--- src/rtl/alu_issue_ctrl.sv ---
// alu_issue_ctrl: issues one request at a time to an external ALU. It waits
// ALU_LAT cycles per ALU use and returns the captured result through a
// valid/ready response port. MULT runs as a shift-and-add loop of ADD steps
// on the same ALU. Illegal modes return an error response without using the ALU.
//
// Ports:
//   i_clk, i_reset          clock (rising edge), asynchronous active-high reset
//   i_valid / o_ready       request handshake
//   i_ALUmode, i_A, i_B,    request operands
//   i_Imm_SignExt, i_NPC
//   o_alu_*                 operands driven to the ALU (held in IDLE and RESP)
//   i_alu_ALUOutput,        ALU return values
//   i_alu_branch,
//   i_alu_retaddr
//   o_valid / i_res_ready   response handshake; o_result, o_branch, o_retaddr, o_err
//   i_flush                 abort any in-flight operation
//   o_busy                  high whenever not IDLE
module alu_issue_ctrl #(
   parameter int unsigned ALU_LAT = 1
) (
   input  logic        i_clk,
   input  logic        i_reset,
   input  logic        i_valid,
   output logic        o_ready,
   input  logic [5:0]  i_ALUmode,
   input  logic [31:0] i_A,
   input  logic [31:0] i_B,
   input  logic [31:0] i_Imm_SignExt,
   input  logic [31:0] i_NPC,
   output logic [5:0]  o_alu_ALUmode,
   output logic [31:0] o_alu_A,
   output logic [31:0] o_alu_B,
   output logic [31:0] o_alu_Imm_SignExt,
   output logic [31:0] o_alu_NPC,
   input  logic [31:0] i_alu_ALUOutput,
   input  logic        i_alu_branch,
   input  logic [31:0] i_alu_retaddr,
   output logic        o_valid,
   output logic [31:0] o_result,
   output logic        o_branch,
   output logic [31:0] o_retaddr,
   output logic        o_err,
   input  logic        i_res_ready,
   input  logic        i_flush,
   output logic        o_busy
);

   typedef enum logic [1:0] {StIdle, StExec, StMul, StResp} state_e;

   localparam logic [5:0] ModeAdd  = 6'd2;
   localparam logic [5:0] ModeMult = 6'd6;
   localparam logic [5:0] ModeLast = 6'd20;
   localparam logic [1:0] LatLast  = 2'(ALU_LAT - 1);

   state_e      state_q, state_d;
   logic [1:0]  lat_cnt_q;
   logic [4:0]  mul_cnt_q;
   logic [31:0] mplier_q;
   logic [5:0]  alu_mode_q;
   logic [31:0] alu_a_q, alu_b_q, alu_imm_q, alu_npc_q;
   logic [31:0] result_q, retaddr_q;
   logic        branch_q, err_q;

   logic        accept, mode_legal, step_end, mul_done;
   logic [31:0] mplier_shift, acc_next;

   assign accept       = i_valid & o_ready;
   assign mode_legal   = (i_ALUmode <= ModeLast);
   assign step_end     = (lat_cnt_q == LatLast);
   assign mplier_shift = mplier_q >> 1;
   // Last step: no multiplier bits remain, or all 32 bits have been consumed.
   assign mul_done     = (mplier_shift == 32'd0) || (mul_cnt_q == 5'd31);
   // During MUL the ALU computes acc + mcand; keep it only if the current bit is set.
   assign acc_next     = mplier_q[0] ? i_alu_ALUOutput : alu_a_q;

   always_comb begin
      state_d = state_q;
      unique case (state_q)
         StIdle: begin
            if (accept) begin
               if (!mode_legal)                state_d = StResp;
               else if (i_ALUmode == ModeMult) state_d = StMul;
               else                            state_d = StExec;
            end
         end
         StExec: begin
            if (i_flush)       state_d = StIdle;
            else if (step_end) state_d = StResp;
         end
         StMul: begin
            if (i_flush)                   state_d = StIdle;
            else if (step_end && mul_done) state_d = StResp;
         end
         StResp: begin
            if (i_flush || i_res_ready) state_d = StIdle;
         end
         default: state_d = StIdle;
      endcase
   end

   always_ff @(posedge i_clk or posedge i_reset) begin
      if (i_reset) begin
         state_q    <= StIdle;
         lat_cnt_q  <= '0;
         mul_cnt_q  <= '0;
         mplier_q   <= '0;
         alu_mode_q <= '0;
         alu_a_q    <= '0;
         alu_b_q    <= '0;
         alu_imm_q  <= '0;
         alu_npc_q  <= '0;
         result_q   <= '0;
         retaddr_q  <= '0;
         branch_q   <= 1'b0;
         err_q      <= 1'b0;
      end else begin
         state_q <= state_d;
         unique case (state_q)
            StIdle: begin
               if (accept) begin
                  lat_cnt_q <= '0;
                  mul_cnt_q <= '0;
                  if (!mode_legal) begin
                     // ALU drive registers are deliberately left untouched.
                     result_q  <= '0;
                     branch_q  <= 1'b0;
                     retaddr_q <= '0;
                     err_q     <= 1'b1;
                  end else if (i_ALUmode == ModeMult) begin
                     // alu_a_q doubles as the accumulator, alu_b_q as the multiplicand.
                     alu_mode_q <= ModeAdd;
                     alu_a_q    <= '0;
                     alu_b_q    <= i_A;
                     alu_imm_q  <= i_Imm_SignExt;
                     alu_npc_q  <= i_NPC;
                     mplier_q   <= i_B;
                  end else begin
                     alu_mode_q <= i_ALUmode;
                     alu_a_q    <= i_A;
                     alu_b_q    <= i_B;
                     alu_imm_q  <= i_Imm_SignExt;
                     alu_npc_q  <= i_NPC;
                  end
               end
            end
            StExec: begin
               if (!i_flush) begin
                  if (step_end) begin
                     lat_cnt_q <= '0;
                     result_q  <= i_alu_ALUOutput;
                     branch_q  <= i_alu_branch;
                     retaddr_q <= i_alu_retaddr;
                     err_q     <= 1'b0;
                  end else begin
                     lat_cnt_q <= lat_cnt_q + 2'd1;
                  end
               end
            end
            StMul: begin
               if (!i_flush) begin
                  if (step_end) begin
                     lat_cnt_q <= '0;
                     alu_a_q   <= acc_next;
                     alu_b_q   <= alu_b_q << 1;
                     mplier_q  <= mplier_shift;
                     mul_cnt_q <= mul_cnt_q + 5'd1;
                     if (mul_done) begin
                        result_q  <= acc_next;
                        branch_q  <= 1'b0;
                        retaddr_q <= '0;
                        err_q     <= 1'b0;
                     end
                  end else begin
                     lat_cnt_q <= lat_cnt_q + 2'd1;
                  end
               end
            end
            default: ;
         endcase
      end
   end

   assign o_ready           = (state_q == StIdle) && !i_flush && !i_reset;
   assign o_busy            = (state_q != StIdle);
   assign o_valid           = (state_q == StResp);
   // Response fields read as zero outside RESP so reset and flush clear them at once.
   assign o_result          = o_valid ? result_q  : '0;
   assign o_branch          = o_valid ? branch_q  : 1'b0;
   assign o_retaddr         = o_valid ? retaddr_q : '0;
   assign o_err             = o_valid ? err_q     : 1'b0;
   assign o_alu_ALUmode     = alu_mode_q;
   assign o_alu_A           = alu_a_q;
   assign o_alu_B           = alu_b_q;
   assign o_alu_Imm_SignExt = alu_imm_q;
   assign o_alu_NPC         = alu_npc_q;

endmodule

--- config.mk ---
export PLATFORM = sky130hd
export DESIGN_NAME = alu_issue_ctrl
export DESIGN_NICKNAME = d
export VERILOG_FILES = /design/src/rtl/alu_issue_ctrl.sv
export SDC_FILE = /design/constraint.sdc
export NUM_CORES = 1
export LEC_CHECK = 0
export ABC_AREA = 1
export BUFFER_PORTS_ARGS = -buffer_cell sky130_fd_sc_hd__buf_2
export CAP_MARGIN = 30
export CELL_PAD_IN_SITES_DETAIL_PLACEMENT = 1
export CELL_PAD_IN_SITES_GLOBAL_PLACEMENT = 2
export CORE_MARGIN = 1.5
export CORE_UTILIZATION = 30
export DETAILED_ROUTE_END_ITERATION = 10
export HOLD_SLACK_MARGIN = 0.08
export PLACE_DENSITY = 0.94
export SYNTH_ARGS = -nofsm -noshare
export SYNTH_HDL_FRONTEND = slang
export SYNTH_SLANG_ARGS = --single-unit
--- constraint.sdc ---
create_clock -name i_clk -period 15.4 [get_ports i_clk]
set_input_delay 2.31 -clock i_clk [delete_from_list [all_inputs] [get_ports i_clk]]
set_output_delay 2.31 -clock i_clk [all_outputs]
set_load 0.005 [all_outputs]
Yosys cells after proc, flatten, opt, wreduce, memory -nomap -nowiden
Cells that the tools add are included.
{"block": "classes", "n_addsub": 2, "order_cmp": 1, "n_eq_ne": 18, "muxes": 68, "bitwise": 1, "n_reduce_logical": 22}
{"cell": "32-bit 2-to-1 mux", "n": 30}
{"cell": "32-bit one-hot mux with 2 select lines", "n": 3}
{"cell": "32-bit one-hot mux with 3 select lines", "n": 2}
{"cell": "32-bit zero test", "n": 1}
{"cell": "2-bit 2-to-1 mux", "n": 11}
{"cell": "2-bit != test, second input constant", "n": 10}
{"cell": "5-bit 2-to-1 mux", "n": 3}
{"cell": "1-bit 2-to-1 mux", "n": 13}
{"cell": "5-bit one-hot mux with 2 select lines", "n": 1}
{"cell": "2-bit one-hot mux with 4 select lines", "n": 1}
{"cell": "4-bit AND reduction", "n": 2}
{"cell": "8-bit AND reduction", "n": 1}
{"cell": "6-bit by 3-bit == test with 1-bit output, second input constant", "n": 1}
{"cell": "6-bit by 5-bit less-or-equal comparator with 1-bit output, second input constant", "n": 1}
{"cell": "6-bit 2-to-1 mux", "n": 1}
{"cell": "3-bit != test, second input constant", "n": 2}
{"cell": "1-bit one-hot mux with 3 select lines", "n": 2}
{"cell": "3-bit AND reduction", "n": 2}
{"cell": "6-bit AND reduction", "n": 1}
{"cell": "2-bit nonzero test", "n": 3}
{"cell": "5-bit by 1-bit adder with 5-bit output, second input constant", "n": 1}
{"cell": "5-bit == test, second input constant", "n": 1}
{"cell": "5-bit AND reduction", "n": 1}
{"cell": "2-bit == test, second input constant", "n": 2}
{"cell": "11 further kinds", "n": 16}
{"block": "totals", "ff_bits": 241, "out_inout_bits": 203, "elab_cells": 125}

Longest topological paths before layout
{"block": "logic_depth", "depth_word": 6, "mapped_depth": 13, "mapped_depth_nobuf": 12}

Least setup slack after synthesis
No wires, ideal clock.
{"block": "synth_timing", "path_type": "input to output", "startpoint": "in i_flush", "endpoint": "out o_ready", "arrival_time_ns": 2.500, "required_time_ns": 13.090, "path_slack_ns": 10.590, "stages": 1, "path_cell_list": "nor3_4"}
{"block": "synth_between", "elab_chain_cells": 3}
{"element": "start: declaration", "line_no": "44", "text": "input logic i_flush,"}
{"element": "1-bit zero test", "line_no": "183", "text": "assign o_ready = (state_q == StIdle) && !i_flush && !i_reset;"}
{"element": "1-bit logical AND (2 in series)", "line_no": "183"}
{"element": "end: declaration", "line_no": "24", "text": "output logic o_ready,"}
Every way passes these cells.

Final worst setup path
Same ends and word-level chain as after synthesis.

==> results.toml <==
[worst_setup_path]
start_kind = "primary input"
worstPathArrival_ns = 2.80
crit_type = "in2out"
path_max_fanout = 5
crit_path_end_kind = "output port"
crit_required_ns = 13.09

[logic_synthesis]
syn_nets = 1928
syn-cell-area_sq_mm = 0.0124
ys_warn_count = 0
synthFlopType = "dfrtp_1"
synth_edf_count = 0
synth_cells = 1714
postSynthAreaPerCell_sq_um = 7.26
synth_cell_types = 30
synth.yosys.seq_area_share_pct = 48.4
ys_ff_latch = 241
async_flop_share_pct = 100

[timing]
max-slew-margin-rel_pct = 32.4
rsz0062_at_grt = "false"
fin_skew_ns = 0.0171
layout_setup_ws_ns = 10.29
fmax_ghz = 0.196
setup_violations = 0
finalHoldViolations = 0
worst_pin_slew_ns = 1.00
fin_crit_ns = 5.11
holdWs_ns = 0.466
slew_viol_final = 0
post-route-period-util_pct = 33.2
setup_tns_ns = 0

[global_route]
grt_pass1_wl_um = 70200
overflow = 0
antenna_found_initial = 8
grt_max_degree = 114
grt_pass1_vias = 12500
grt_usage_pct = 20.9

[power_and_ir_drop]
switching_share_pct = 43.8
p_clk_share_pct = 23.2
ir_drop_mv = 0.116
p_switching_uw = 1310
p_leak_uw = 0.00913
power-per-cell-area_mw_per_mm2 = 190
power_frac_comb_pct = 42.8
p_int_uw = 1680
pwr-share-seq_pct = 34.0

[floorplanning]
row_count = 74
initial_core_util_pct = 30.4
die_w_um = 207
io_pins = 407
die-area_sq_mm = 0.0427
die_h_um = 207
core_sq_mm = 0.0409

[finish]
final_cell_mix = "nand2_1 (782), buf_2 (406), dfrtp_1 (240), o21ai_0 (201), inv_1 (143)"
nets = 2272
layout_commonest_cell = "nand2_1"
design_area_sq_mm = 0.0157
area_growth_pct = 26.5
seq_area_sq_mm = 0.00603
fill_cells = 5227
multi_input_area_sq_mm = 0.00531
drive_gt1_share_pct = 24.3

[job]
max-cap-violations = 0

[place]
numPortBuffers = 406
place_congestion = 0.802
dp_hpwl_um = 33100
dp_slack_ns = 10.28
placed_area_sq_mm = 0.0148

[route]
drcViolationCount = 0
wl_um = 46500
firstDrtPassIters = 4
wire_per_inst_um = 17.8
viasPerCell = 4.74
postRouteAntennaNets = 0
first_iter_violations = 672
vias = 12400

[min_path]
min_path_type = "reg2reg"

[clock_network]
h-tree-depth = 1
clkTransAtPathRegs_ns = 0.06
ctsHoldBuffers = 0
postCtsSetupRepairBufs = 0
clock_sinks = 241
cts_buffers = 29
clock_path_buffers = 3
insertion_delay_ns = 0.57
postCtsResizedCells = 0
root_buffer = "clkbuf_16"
cts_tree = "built"

[outcome]
run_status = "finished, final reports clean"
==> cells in the mapped netlist, types with 5 or more instances <==
| cell type | count | area share [%] |
|---|---|---|
| a21oi_1 | 36 | 1.4 |
| nand2_2 | 7 | 0.35 |
| dfrtp_1 | 241 | 48 |
| nor2_1 | 30 | 0.90 |
| o21ai_0 | 201 | 8.1 |
| buf_6 | 21 | 1.9 |
| inv_2 | 5 | 0.15 |
| clkbuf_1 | 76 | 2.3 |
| nand2_1 | 782 | 24 |
| o21ai_2 | 16 | 1.1 |
| ha_1 | 10 | 1.0 |
| buf_1 | 6 | 0.18 |
| buf_2 | 7 | 0.28 |
| o21ai_1 | 79 | 3.2 |
| nand3_1 | 39 | 1.6 |
| inv_1 | 144 | 4.3 |
==> registers in the layout, summed over array words and instances, names as in the netlist <==
register	flops
err_q	1
o_alu_B	32
state_q	2
branch_q	1
o_alu_NPC	32
retaddr_q	32
result_q	32
lat_cnt_q	2
o_alu_A	32
o_alu_ALUmode	6
o_alu_Imm_SignExt	32
mul_cnt_q	5
mplier_q	32
==> kinds of logic after synthesis <==
kind of cell	Yosys count	synth area share [%]
AO/OA/AOI/OAI	337	14.2
XOR/XNOR	1	0.0704
AND/OR/NAND/NOR	866	27.1
flip-flops	241	48.4
buffers and inverters	259	9.15
adder cells (fa/ha/maj)	10	1.01
==> through the flow <==
stage	std cells	util (%)	total power, uW
final	2620	38.5	3000
after global routing	2616	38.4	3240
after CTS	2610	38.4	3030
after detailed placement	2558	36.1	2320
after global placement	2556	35.9	2260
after floorplan	1714	-	1880
==> worst max-delay path, cell delays in order <==
cell and delay, ns:
buf_2 0.14, nor3_4 0.20, buf_2 0.14
==> power groups by stage <==
stage	logic, uW	registers (uW)	clock network (uW)
final	1280	1020	694
after detailed placement	1270	1040	0
after CTS	1280	1040	717
after floorplan	869	1010	0
after global routing	1450	1050	741
after global placement	1220	1030	0
==> per-layer routing <==
metal	track usage, %	up-vias	wire length [um]
met5	0	-	0
met4	7.86	0	1560
met3	2.97	81	2170
met2	33.4	289	21700
met1	28.8	6010	21100
li1	-	6039	-
==> area by class of cell <==
type	count	area share [%]
flip-flops and latches	241	38.3
multi-input cells	1214	33.7
well taps	532	4.23
repair buffers	423	14.0
clock buffers	45	5.44
inverters	149	3.60
diodes	9	0.143
clock inverters	7	0.580
==> path summary, 6_finish.rpt <==
path,slack (ns),startpoint,cells past startpoint,to
max in group asynchronous,11.17,i_reset,4,o_alu_NPC[23]
worst min-delay path,0.47,o_alu_NPC[18],2,o_alu_NPC[18]
worst min register to register,0.47,o_alu_NPC[18],2,o_alu_NPC[18]
worst max-delay path,10.29,i_flush,3,o_ready
worst max register to register,11.53,state_q[0],10,retaddr_q[5]
min in group asynchronous,1.97,i_reset,2,result_q[4]
No activity file was read; power rests on OpenSTA's default activity.
